[src/rtl/fetch_if.sv]
// Fetch-stage bus bundle: icache read port, hazard/redirect controls and the
// IF/ID latch feed, with the fetch unit on the slave side.
interface fetch_if;
  logic        imemREN;
  logic [31:0] imemaddr;
  logic        ihit;
  logic [31:0] imemload;
  logic        stall;
  logic        redirect;
  logic [31:0] redirect_pc;
  logic [31:0] instr_out;
  logic [31:0] pcp4_out;
  logic        valid_out;
  logic        flush_out;

  modport slave (
    output imemREN, imemaddr, instr_out, pcp4_out, valid_out, flush_out,
    input  ihit, imemload, stall, redirect, redirect_pc
  );

  modport master (
    input  imemREN, imemaddr, instr_out, pcp4_out, valid_out, flush_out,
    output ihit, imemload, stall, redirect, redirect_pc
  );
endinterface

[src/rtl/fetch_unit.sv]
// MIPS instruction fetch stage: PC, icache requests, one-entry stall buffer,
// redirect handling with outstanding-request drain, and HALT stop.
module fetch_unit (
  input  logic    CLK,
  input  logic    nRST,
  fetch_if.slave  bus
);
  localparam int unsigned W          = 32;
  localparam logic [W-1:0] RESET_PC   = 32'h0000_0000;
  localparam logic [W-1:0] ALIGN_MASK = 32'hFFFF_FFFC;
  localparam logic [5:0]   HALT_OP    = 6'h3F;

  typedef enum logic [1:0] {S_RUN, S_HOLD, S_DRAIN, S_HALTED} state_t;

  state_t         r_state;
  state_t         w_state_nxt;
  logic [W-1:0]   r_pc;
  logic [W-1:0]   r_drain_addr;
  logic [W-1:0]   r_buf_instr;
  logic [W-1:0]   r_buf_pcp4;

  logic [W-1:0]   w_pcp4;
  logic [W-1:0]   w_redirect_pc;
  logic           w_fetch_halt;
  logic           w_buf_halt;
  logic           w_run_hit;

  assign w_pcp4        = r_pc + W'(4);
  assign w_redirect_pc = bus.redirect_pc & ALIGN_MASK;
  assign w_fetch_halt  = (bus.imemload[31:26] == HALT_OP);
  assign w_buf_halt    = (r_buf_instr[31:26] == HALT_OP);
  assign w_run_hit     = (r_state == S_RUN) && bus.ihit && !bus.redirect;

  // State register
  always_ff @(posedge CLK) begin
    if (!nRST) r_state <= S_RUN;
    else       r_state <= w_state_nxt;
  end

  // Next-state logic; priority redirect > stall > ihit
  always_comb begin
    w_state_nxt = r_state;
    case (r_state)
      S_RUN: begin
        if (bus.redirect)  w_state_nxt = bus.ihit ? S_RUN : S_DRAIN;
        else if (bus.ihit) begin
          if (bus.stall)         w_state_nxt = S_HOLD;
          else if (w_fetch_halt) w_state_nxt = S_HALTED;
        end
      end
      S_HOLD: begin
        if (bus.redirect)    w_state_nxt = S_RUN;
        else if (!bus.stall) w_state_nxt = w_buf_halt ? S_HALTED : S_RUN;
      end
      S_DRAIN: begin
        if (bus.ihit) w_state_nxt = S_RUN;
      end
      S_HALTED: begin
        if (bus.redirect) w_state_nxt = S_RUN;
      end
      default: w_state_nxt = S_RUN;
    endcase
  end

  // PC, drain address and stall buffer
  always_ff @(posedge CLK) begin
    if (!nRST) begin
      r_pc         <= RESET_PC;
      r_drain_addr <= '0;
      r_buf_instr  <= '0;
      r_buf_pcp4   <= '0;
    end else begin
      if (bus.redirect) r_pc <= w_redirect_pc;
      else if (w_run_hit) r_pc <= w_pcp4;

      // The in-flight request must stay on the bus until the icache answers
      if ((r_state == S_RUN) && bus.redirect && !bus.ihit)
        r_drain_addr <= r_pc;

      if (w_run_hit && bus.stall) begin
        r_buf_instr <= bus.imemload;
        r_buf_pcp4  <= w_pcp4;
      end
    end
  end

  // Outputs; everything quiet while reset is held
  always_comb begin
    bus.imemREN   = 1'b0;
    bus.imemaddr  = RESET_PC;
    bus.valid_out = 1'b0;
    bus.instr_out = '0;
    bus.pcp4_out  = '0;
    bus.flush_out = 1'b0;
    if (nRST) begin
      bus.imemaddr  = r_pc;
      bus.flush_out = bus.redirect;
      case (r_state)
        S_RUN: begin
          bus.imemREN = 1'b1;
          if (w_run_hit && !bus.stall) begin
            bus.valid_out = 1'b1;
            bus.instr_out = bus.imemload;
            bus.pcp4_out  = w_pcp4;
          end
        end
        S_HOLD: begin
          bus.instr_out = r_buf_instr;
          bus.pcp4_out  = r_buf_pcp4;
          bus.valid_out = !bus.stall && !bus.redirect;
        end
        S_DRAIN: begin
          bus.imemREN  = 1'b1;
          bus.imemaddr = r_drain_addr;
        end
        default: ;
      endcase
    end
  end
endmodule

[src/flat_wrapper.sv]
// flat-port wrapper written by rule: the top's interface ports become plain ports
module fetch_unit_flat 
  (CLK, nRST, bus_imemREN, bus_imemaddr, bus_instr_out, bus_pcp4_out, bus_valid_out, bus_flush_out, bus_ihit, bus_imemload, bus_stall, bus_redirect, bus_redirect_pc);
  fetch_if bus_i ();
  input  logic CLK;
  input  logic nRST;
  output wire logic [$bits(bus_i.imemREN)-1:0] bus_imemREN;
  output wire logic [$bits(bus_i.imemaddr)-1:0] bus_imemaddr;
  output wire logic [$bits(bus_i.instr_out)-1:0] bus_instr_out;
  output wire logic [$bits(bus_i.pcp4_out)-1:0] bus_pcp4_out;
  output wire logic [$bits(bus_i.valid_out)-1:0] bus_valid_out;
  output wire logic [$bits(bus_i.flush_out)-1:0] bus_flush_out;
  input wire logic [$bits(bus_i.ihit)-1:0] bus_ihit;
  input wire logic [$bits(bus_i.imemload)-1:0] bus_imemload;
  input wire logic [$bits(bus_i.stall)-1:0] bus_stall;
  input wire logic [$bits(bus_i.redirect)-1:0] bus_redirect;
  input wire logic [$bits(bus_i.redirect_pc)-1:0] bus_redirect_pc;
  assign bus_imemREN = bus_i.imemREN;
  assign bus_imemaddr = bus_i.imemaddr;
  assign bus_instr_out = bus_i.instr_out;
  assign bus_pcp4_out = bus_i.pcp4_out;
  assign bus_valid_out = bus_i.valid_out;
  assign bus_flush_out = bus_i.flush_out;
  assign bus_i.ihit = bus_ihit;
  assign bus_i.imemload = bus_imemload;
  assign bus_i.stall = bus_stall;
  assign bus_i.redirect = bus_redirect;
  assign bus_i.redirect_pc = bus_redirect_pc;
  fetch_unit u_core (.CLK(CLK), .nRST(nRST), .bus(bus_i));
endmodule
[config.mk]
export PLATFORM = sky130hd
export DESIGN_NAME = fetch_unit_flat
export DESIGN_NICKNAME = d
export VERILOG_FILES = /design/src/rtl/fetch_if.sv /design/src/rtl/fetch_unit.sv /design/src/flat_wrapper.sv
export SDC_FILE = /design/constraint.sdc
export NUM_CORES = 1
export LEC_CHECK = 0
export CORE_AREA = 2 2 114 116
export DETAILED_ROUTE_END_ITERATION = 8
export DIE_AREA = 0 0 116 118
export DONT_BUFFER_PORTS = 1
export GPL_TIMING_DRIVEN = 0
export PLACE_DENSITY = 0.72
export SLEW_MARGIN = 20
export SYNTH_ARGS = -nofsm -noshare
export SYNTH_HDL_FRONTEND = slang
export SYNTH_SLANG_ARGS = --single-unit
[constraint.sdc]
create_clock -name CLK -period 3.8 [get_ports CLK]
set_input_delay 0.76 -clock CLK [delete_from_list [all_inputs] [get_ports CLK]]
set_output_delay 0.76 -clock CLK [all_outputs]
set_load 0.005 [all_outputs]
==> metrics.txt, run 1 <==
outcome=finished, final reports clean; number of slew-limit violations in the final report=0; chip width=around 120 um; post-synthesis instance area=around 7300 um2; Critical Path Sink Type=primary output; arrival time at the worst endpoint=slightly below 3 ns; startpoint class of the critical path=flop; global placer's final weighted congestion=0.931; starting utilization of the core area=about three fifths; Max rail drop VDD=0.372 mV; Sum Neg Setup Slack=0 ns; critical path peak fanout=10; Synth Instances=1058; register-to-register setup slack=1.19 ns; pin count of the biggest net entering global routing=17; fraction of final layout cells sized beyond drive strength 1=between 5 and 6%; Clock Sinks=between 100 and 150; top cell types by occurrence after synthesis=sky130_fd_sc_hd__nand2_1, sky130_fd_sc_hd__dfxtp_1, sky130_fd_sc_hd__a21oi_1; EDFF count, synth=0; clock tree root buffer cell=sky130_fd_sc_hd__clkbuf_16; wirelength, routed=approximately 24000 um; quantity of gates resized following cts=0; Filler cells=~1200; Max Cap Viol=0; actual slew at the worst max-slew pin=0.938 ns; DR WL/cell=19.3 um; master of the slowest instance on the critical path=sky130_fd_sc_hd__or4_4; CTS Buf Count=17; first-pass iteration count of the detailed router=5; total number of vias=8041; number of top-level pins=168; number of input and output port buffers inserted=0; delay of the slowest cell on the worst path=roughly 0.66 ns; die boundary height=approximately 120 um; maximum buffer depth of the clock tree=2; CP required=slightly above 3 ns; Std-Cell Core Area=about 12000 um2; unrepaired setup endpoints after global routing=no; number of cell rows=just over 40; mean post-synth cell area=between 6 and 7 um2; leading post-synthesis cells by cell area=sky130_fd_sc_hd__dfxtp_1, sky130_fd_sc_hd__nand2_1, sky130_fd_sc_hd__a21oi_1; period utilization=98.3%; CTS tree=done; area grow syn2layout=11.7%; iteration-0 DRC count of the detailed router=between 900 and 1000; remaining design rule violation count=0; first-pass GRT wire length=38300 um; total setup buffers inserted after CTS=0; CTS clk-pin slew, worst paths=about 0.050 ns; Fmax achieved=about 0.27 GHz; Fin. Hold Viols=0; Die Outline Area=roughly 14000 um2; sum of net half-perimeters after detailed placement=17400 um; Post-layout nets=around 1200; gr ovfl total=0; post-synthesis sequential area ratio=between 30% and 40%; Hold Buf Count CTS=0; vias in the first global route=7167; post-route ant nets=0; library cell occupying the most area in the post-synthesis netlist=sky130_fd_sc_hd__dfxtp_1; static leakage=roughly 0.0026 uW; final setup vio count=0; number of diodes added for antenna fixing=0; clk_skew=around 0.008 ns; Pwr per Cell Area=445 nW/um2; top flip-flop cell by instance count after synthesis=sky130_fd_sc_hd__dfxtp_1; Buf+Inv Stages, Crit Path=1; critical path start-end classification=reg -> out; number of unique standard cell types used by synthesis=57; initial antenna violation count=1; number of synthesis warnings=0; post-synthesis register bit count=~120; FFs w/ async S/R, synth=0%; final cell utilization of the core=65.3%; number of vias per cell=6.36; count of H-tree levels built during CTS=4; clock insertion delay at the later pin of the skew report=0.43 ns; Yosys top cell area share=between 30% and 40%; class of the most critical hold timing path=reg -> reg; family with the most delay on the worst path=simple AND/OR/NAND/NOR gates; post-layout minimum cycle time=between 3 and 4 ns; all-layer global routing usage=a little over a third; cell-by-cell listing of the critical path=ha_2, nand4_4, or4_4, buf_6, or4_1, nand3_1; most common cell in the netlist=sky130_fd_sc_hd__nand2_1; relative slew slack=a little under two fifths
## metrics by stage
stage          instance area [um2]  power [uW]  worst slack (ns)  instances  hold slack [ns]
3_5_place_dp                  7490        1940             0.340       1233            0.447
6_report                      8110        3610            0.0658       1264            0.453
4_1_cts                       8110        3600            0.0478       1264            0.454
2_1_floorplan                 7270        1790             0.917       1061            0.436
5_1_grt                       8110        3740           0.00635       1264            0.467
3_3_place_gp                  7490        1930             0.330       1233            0.443
## per-layer routing
metal	wire length [um]	track usage, %	vias to the layer above
met2	11100	54.6	429
met4	918	15.8	0
met5	0	0	-
met1	9800	46.2	3746
met3	2590	9.78	69
li1	-	-	3797
## layout by cell type (no fill, tap or decap), drive strengths merged, types with 6 or more instances in the layout
| cell type | instances |
|---|---|
| and4 | 8 |
| nand2b | 6 |
| or3 | 14 |
| clkbuf | 125 |
| o31ai | 10 |
| or4 | 24 |
| nor3 | 24 |
| buf | 19 |
| nand2 | 253 |
| a31oi | 20 |
| o21ai | 68 |
| nand4 | 20 |
| dfxtp | 124 |
| nand3 | 36 |
| a21oi | 122 |
| xnor2 | 13 |
| nor2b | 6 |
| nor4 | 14 |
| and3 | 8 |
| nor2 | 62 |
| a22oi | 33 |
| o211ai | 15 |
## tightest hold or removal path: cells and delay by family, from the launching register on
family,cells,cell delay (ns)
compound gates,1,0.05
flops,1,0.30
simple gates,1,0.05
## worst paths after layout
check	from	cells after the start	end
worst min-delay path	u_core.r_drain_addr[6]	2	u_core.r_drain_addr[6]
worst max-delay path	u_core.r_pc[2]	6	bus_pcp4_out[30]
worst min register to register	u_core.r_drain_addr[6]	2	u_core.r_drain_addr[6]
worst max register to register	u_core.r_pc[2]	7	u_core.r_buf_pcp4[28]
## state kept, by name, indices dropped and copies added (netlist names)
signal,cells
u_core.r_buf_instr,32
u_core.r_buf_pcp4,30
u_core.r_drain_addr,30
u_core.r_pc,30
u_core.r_state,2
## power by group
part / internal [uW] / total, uW / switching [uW]
registers: 1370 / 1410 / 37.8
clock network: 1100 / 1690 / 587
logic: 147 / 518 / 371
total: 2620 / 3610 / 996
## cell type report
class / instances / area, um2 / share of cell area [%]
Sequential cell: 124 / 2480 / 30.6
Clock buffer: 26 / 539 / 6.65
Multi-Input combinational cell: 814 / 4280 / 52.8
Inverter: 5 / 18.8 / 0.231
Clock inverter: 5 / 77.6 / 0.956
Buffer: 118 / 495 / 6.11
Tap cell: 172 / 215 / 2.65
## cells by family (layout without fill, tap and decap cells)
group | count (synthesis) | in the layout | synth area share, %
buffers and inverters | 123 | 154 | 7.06
adder cells (fa/ha/maj) | 1 | 1 | 0.172
AO/OA/AOI/OAI | 299 | 299 | 24.5
other | 1 | 4 | 0.0516
AND/OR/NAND/NOR | 492 | 492 | 31.9
flip-flops | 124 | 124 | 34.2
XOR/XNOR | 18 | 18 | 2.17
Power figures use the tool's default switching activity.
==> run 2: changes to the inputs <==
- CORE_AREA: 2 2 114 116 -> 2 2 127 104
- DIE_AREA: 0 0 116 118 -> 0 0 129 106
==> metrics.txt, run 2 (synthesized netlist as in run 1, its figures left out) <==
starting utilization of the core area=57.9% (-0.61 points); initial antenna violation count=0 (-1); CTS clk-pin slew, worst paths=0.06 ns (about the same); routed wl met2=10300 um (-7.0%); number of input and output port buffers inserted=0 (unchanged); Min-Delay Endpoint=u_core.r_pc[26]; number of non-filler instances in the completed layout=1268 (+0.32%); worst hold path depth=2 (unchanged); Sequential cell area=2480 um2 (unchanged); vias in the first global route=7039 (-1.8%); wire length on met1=10800 um (+9.9%); CP required=3.04 ns (about the same); class of the most critical hold timing path=in -> reg; static leakage=0.00257 uW (about the same); share of power burned in registers=37.4% (-1.6 points); chip width=129 um (+11%); DR top layer=met4; Pwr per Cell Area=461 nW/um2 (+3.5%); count of cells along the worst register-to-register path=7 (unchanged); CTS tree=done; Switch Pwr=1060 uW (+6.5%); all-layer global routing usage=36.6% (+1.1 points); final cell utilization of the core=65.0% (-0.32 points); Clock Sinks=124 (unchanged); Critical Path Sink Type=primary output; sum of met3 wire segment lengths after detailed routing=3650 um (+41%); post-layout minimum cycle time=3.69 ns (-0.0438 ns); number of vias per cell=6.44 (+1.2%); total number of vias=8165 (+1.5%); clock insertion delay at the later pin of the skew report=0.43 ns (about the same); clk_skew=0.00828 ns (+0.000357 ns); quantity of gates resized following cts=0 (unchanged); Max rail drop VDD=0.463 mV (+25%); Internal=2700 uW (+3.1%); Post-layout nets=1150 (unchanged); wirelength, routed=25400 um (+3.9%); Sum Neg Setup Slack=0 ns (unchanged); fraction of final layout cells sized beyond drive strength 1=5.49% (+0.18 points); CTS Buf Count=17 (unchanged); number of flip-flops in the largest register=32 (unchanged); clock tree root buffer cell=sky130_fd_sc_hd__clkbuf_16; DR WL/cell=20.0 um (+3.6%); first-pass GRT wire length=38500 um (+0.38%); Std-Cell Core Area=12500 um2 (+1.1%); unrepaired setup endpoints after global routing=no; first-pass iteration count of the detailed router=6 (+1); post-route cell area=8160 um2 (+0.57%); switching share of power=28.2% (+0.66 points); number of slew-limit violations in the final report=0 (unchanged); post-route ant nets=0 (unchanged); pin count of the biggest net entering global routing=17 (unchanged); period utilization=97.1% (-1.2 points); worst min-delay path startpoint=bus_redirect_pc[26]; Reg with most FFs=u_core.r_buf_instr; most used cells in the layout excluding fill and tap cells=sky130_fd_sc_hd__nand2_1, sky130_fd_sc_hd__dfxtp_1, sky130_fd_sc_hd__a21oi_1, sky130_fd_sc_hd__clkbuf_1, sky130_fd_sc_hd__o21ai_0; sum of net half-perimeters after detailed placement=18000 um (+3.8%); Hold Buf Count CTS=0 (unchanged); Fin. Hold Viols=0 (unchanged); critical path start-end classification=reg -> out; iteration-0 DRC count of the detailed router=1009 (+7.0%); outcome=finished, final reports clean; number of top-level pins=168 (unchanged); Die Outline Area=13700 um2 (-0.10%); total placed cells including tap cells=1236 (+0.24%); Fmax achieved=0.271 GHz (+1.2%); arrival time at the worst endpoint=2.93 ns (-0.04 ns); Filler cells=1166 (+0.60%); cell area after placement=7490 um2 (about the same); part of the total power dissipated in the clock network=48.4% (+1.7 points); relative slew slack=31.3% (-5.6 points); count of H-tree levels built during CTS=4 (unchanged); area grow syn2layout=12.3%; register-to-register setup slack=1.22 ns (+0.03 ns); Reg2Reg Launch Point=u_core.r_pc[3]; final setup vio count=0 (unchanged); global placer's final weighted congestion=0.994 (+6.8%); number of cell rows=37 (-9.8%); critical path peak fanout=10 (unchanged); remaining design rule violation count=0 (unchanged); actual slew at the worst max-slew pin=1.02 ns (+0.0834 ns); combinational fraction of design power=14.1% (-0.2 points); total setup buffers inserted after CTS=0 (unchanged); number of diodes added for antenna fixing=0 (unchanged); startpoint class of the critical path=flop; combined area of the multi-input logic cells=4290 um2 (+0.12%); gr ovfl total=0 (unchanged); maximum buffer depth of the clock tree=2 (unchanged); most frequent standard cell in the layout excluding fill and tap cells=sky130_fd_sc_hd__nand2_1; reg-to-reg critical path endpoint=u_core.r_buf_pcp4[18]; Max Cap Viol=0 (unchanged); die boundary height=106 um (-10%)
-- run 2: routing by layer --
layer | global-route usage (%) | vias up
li1 | - | 3803
met1 | 53.7 | 3758
met2 | 49.8 | 541
met3 | 12.4 | 63
met4 | 12.2 | 0
met5 | 0 | -
-- run 2: worst max-delay path, stage by stage, from the launching register on --
cell                       delay [ns]
sky130_fd_sc_hd__dfxtp_1         0.50
sky130_fd_sc_hd__ha_2            0.34
sky130_fd_sc_hd__nand4_4         0.22
sky130_fd_sc_hd__or4_4           0.65
sky130_fd_sc_hd__buf_6           0.17
sky130_fd_sc_hd__clkbuf_1        0.22
sky130_fd_sc_hd__o211ai_1        0.23
sky130_fd_sc_hd__nand3_1         0.16
-- run 2: per-stage QoR --
step	total power (uW)	setup slack, ns	hold slack (ns)
after global placement	1940	0.302	0.442
after global routing	3870	0.0285	0.460
after CTS	3740	0.114	0.443
after detailed placement	1940	0.324	0.446
final	3760	0.110	0.443
after floorplan	1790	0.917	0.436
-- run 2: worst max path at each step --
| stage | start | to | slack, ns | cells past startpoint |
|---|---|---|---|---|
| 2_1_floorplan | u_core.r_pc[3] | bus_pcp4_out[30] | 0.92 | 6 |
| 3_3_place_gp | bus_ihit | bus_pcp4_out[2] | 0.30 | 6 |
| 3_5_place_dp | bus_ihit | bus_pcp4_out[2] | 0.32 | 6 |
| 4_1_cts | u_core.r_pc[3] | bus_pcp4_out[30] | 0.11 | 6 |
| 5_1_grt | u_core.r_pc[3] | bus_pcp4_out[28] | 0.03 | 7 |
| 6_report | u_core.r_pc[3] | bus_pcp4_out[28] | 0.11 | 7 |
-- run 2: area by class of cell --
| type | count | share of cell area [%] |
|---|---|---|
| buffer | 118 | 6.06 |
| clock buffer | 18 | 5.38 |
| clock inverter | 14 | 2.65 |
| inverter | 5 | 0.230 |
| multi-input combinational | 814 | 52.6 |
| sequential | 124 | 30.4 |
| tap | 175 | 2.68 |
-- run 2: power groups by stage --
stage	sequential, uW	clock [uW]	combinational [uW]
floorplan	1420	0	369
global placement	1430	0	506
detailed placement	1430	0	510
CTS	1410	1820	513
global route	1410	1880	580
finish	1410	1820	531
==> run 3: changes to the inputs <==
- CORE_AREA: 2 2 127 104 -> 2 2 177 145
- DIE_AREA: 0 0 129 106 -> 0 0 179 147
- PLACE_DENSITY: 0.72 -> 0.41
==> metrics.txt, run 3 (synthesized netlist as in run 1, its figures left out) <==
reg-to-reg critical path endpoint=u_core.r_pc[29]; final setup vio count=0 (unchanged); Die Outline Area=26300 um2 (+92%); WP depth=7 (unchanged); CP required=3.04 ns (about the same); Clock Sinks=124 (unchanged); maximum buffer depth of the clock tree=2 (unchanged); DR top layer=met5; critical path peak fanout=10 (unchanged); actual slew at the worst max-slew pin=1.14 ns (+0.115 ns); remaining design rule violation count=0 (unchanged); first-pass GRT wire length=46700 um (+21%); vias in the first global route=7217 (+2.5%); relative slew slack=23.5% (-7.8 points); unrepaired setup endpoints after global routing=no; CTS tree=done; total number of vias=7894 (-3.3%); Min-Delay Endpoint=u_core.r_pc[26]; cell-by-cell listing of the critical path=clkbuf_1, nor3b_2, and3_1, clkbuf_1, clkbuf_2, nand4_1, nand3_1; master of the slowest instance on the critical path=sky130_fd_sc_hd__nor3b_2; count of cells along the worst register-to-register path=6 (-1); all-layer global routing usage=23.8% (-13 points); worst min-delay path startpoint=bus_redirect_pc[26]; die boundary height=147 um (+39%); delay of the slowest cell on the worst path=0.54 ns (-0.11 ns); number of slew-limit violations in the final report=0 (unchanged); iteration-0 DRC count of the detailed router=705 (-30%); wire length on met1=15400 um (+43%); area grow syn2layout=13.1%; wirelength, routed=31400 um (+24%); Fin. Hold Viols=0 (unchanged); register-to-register setup slack=1.27 ns (+0.05 ns); most frequent standard cell in the layout excluding fill and tap cells=sky130_fd_sc_hd__nand2_1; DR WL/cell=22.2 um (+11%); first-pass iteration count of the detailed router=5 (-1); number of flip-flops in the largest register=32 (unchanged); starting utilization of the core area=29.5% (-28 points); sum of met3 wire segment lengths after detailed routing=2750 um (-25%); quantity of gates resized following cts=0 (unchanged); pin count of the biggest net entering global routing=17 (unchanged); initial antenna violation count=2 (+2); class of the most critical hold timing path=in -> reg; CTS clk-pin slew, worst paths=0.06 ns (about the same); number of vias per cell=5.58 (-13%); global placer's final weighted congestion=0.839 (-16%); most used cells in the layout excluding fill and tap cells=sky130_fd_sc_hd__nand2_1, sky130_fd_sc_hd__a21oi_1, sky130_fd_sc_hd__dfxtp_1, sky130_fd_sc_hd__clkbuf_1, sky130_fd_sc_hd__o21ai_0; Std-Cell Core Area=24700 um2 (+97%); Critical Path Sink Type=primary output; Sequential cell area=2480 um2 (+0.10%); Hold Buf Count CTS=0 (unchanged); count of H-tree levels built during CTS=4 (unchanged); Max Cap Viol=0 (unchanged); Max rail drop VDD=0.261 mV (-44%); Buf+Inv Stages, Crit Path=3 (+1); gr ovfl total=0 (unchanged); arrival time at the worst endpoint=2.89 ns (-0.04 ns); Fmax achieved=0.274 GHz (+1.1%); static leakage=0.00252 uW (-2.0%); Reg with most FFs=u_core.r_buf_instr; Most Frequent Cell on Critical Path=sky130_fd_sc_hd__clkbuf_1; outcome=finished, final reports clean; worst hold path depth=2 (unchanged); number of cell rows=52 (+41%); final cell utilization of the core=33.3% (-32 points); number of input and output port buffers inserted=0 (unchanged); family with the most delay on the worst path=simple AND/OR/NAND/NOR gates; CTS Buf Count=17 (unchanged); number of diodes added for antenna fixing=0 (unchanged); Pwr per Cell Area=423 nW/um2 (-8.3%); routed wl met2=12800 um (+24%); Reg2Reg Launch Point=u_core.r_state[1]; worst-case hold slack=0.435 ns (-0.00707 ns); startpoint class of the critical path=flop; sum of net half-perimeters after detailed placement=23100 um (+28%); Filler cells=2750 (+140%); clk_skew=0.0136 ns (+0.00536 ns); critical path start-end classification=reg -> out; clock tree root buffer cell=sky130_fd_sc_hd__clkbuf_16; post-route ant nets=0 (unchanged); Sum Neg Setup Slack=0 ns (unchanged); chip width=179 um (+39%); number of top-level pins=168 (unchanged); Post-layout nets=1150 (unchanged); period utilization=96.1% (-1.1 points); combined area of the multi-input logic cells=4290 um2 (about the same); fraction of final layout cells sized beyond drive strength 1=5.41% (-0.082 points); clock insertion delay at the later pin of the skew report=0.44 ns (about the same); post-layout minimum cycle time=3.65 ns (-0.0404 ns); total setup buffers inserted after CTS=0 (unchanged)
[run 3: changes by cell type in the layout (fill, tap and decap cells not counted), sizes merged]
cell | previous run | this run
inv | 6 | 5
clkinvlp | 4 | 3
bufinv | 5 | 0
clkbuf | 117 | 122
[run 3: layout make-up]
type | count | share of cell area, %
clock buffer | 23 | 5.82
multi-input combinational | 814 | 52.2
sequential | 124 | 30.3
clock inverter | 7 | 0.518
tap | 324 | 4.94
buffer | 118 | 6.05
inverter | 5 | 0.228
[run 3: per-layer routing]
layer	vias to the layer above	GRT usage (%)
li1	3799	-
met4	4	5.89
met1	3818	36.0
met2	243	32.0
met3	30	7.74
met5	-	0
[run 3: worst register-to-register path: cells and delay by family, from the launching register on]
kind | cells | cell delay (ns)
AND/OR/NAND/NOR | 3 | 1.35
buffers and inverters | 2 | 0.64
AO/OA/AOI/OAI | 1 | 0.11
flip-flops | 1 | 0.31
[run 3: power breakdown]
part,internal [uW],switching (uW),total (uW)
Combinational,148,409,557
Clock,872,635,1510
Sequential,1370,37.7,1410
Total,2390,1080,3470
[run 3: worst max-delay path by stage]
stage	from	to	slack, ns
3_3_place_gp	bus_ihit	bus_pcp4_out[7]	0.30
5_1_grt	u_core.r_state[1]	bus_pcp4_out[31]	0.009
2_1_floorplan	u_core.r_pc[3]	bus_pcp4_out[30]	0.92
3_5_place_dp	bus_ihit	bus_pcp4_out[10]	0.29
4_1_cts	u_core.r_pc[3]	bus_pcp4_out[28]	0.01
6_report	u_core.r_state[1]	bus_pcp4_out[31]	0.15
[run 3: metrics by stage]
| step | worst slack (ns) | total power, uW | cells | area [um2] |
|---|---|---|---|---|
| 2_1_floorplan | 0.917 | 1790 | 1061 | 7270 |
| 3_3_place_gp | 0.297 | 1980 | 1385 | 7680 |
| 3_5_place_dp | 0.288 | 1980 | 1385 | 7680 |
| 4_1_cts | 0.0104 | 3490 | 1415 | 8200 |
| 5_1_grt | 0.00892 | 3620 | 1415 | 8210 |
| 6_report | 0.150 | 3470 | 1415 | 8210 |
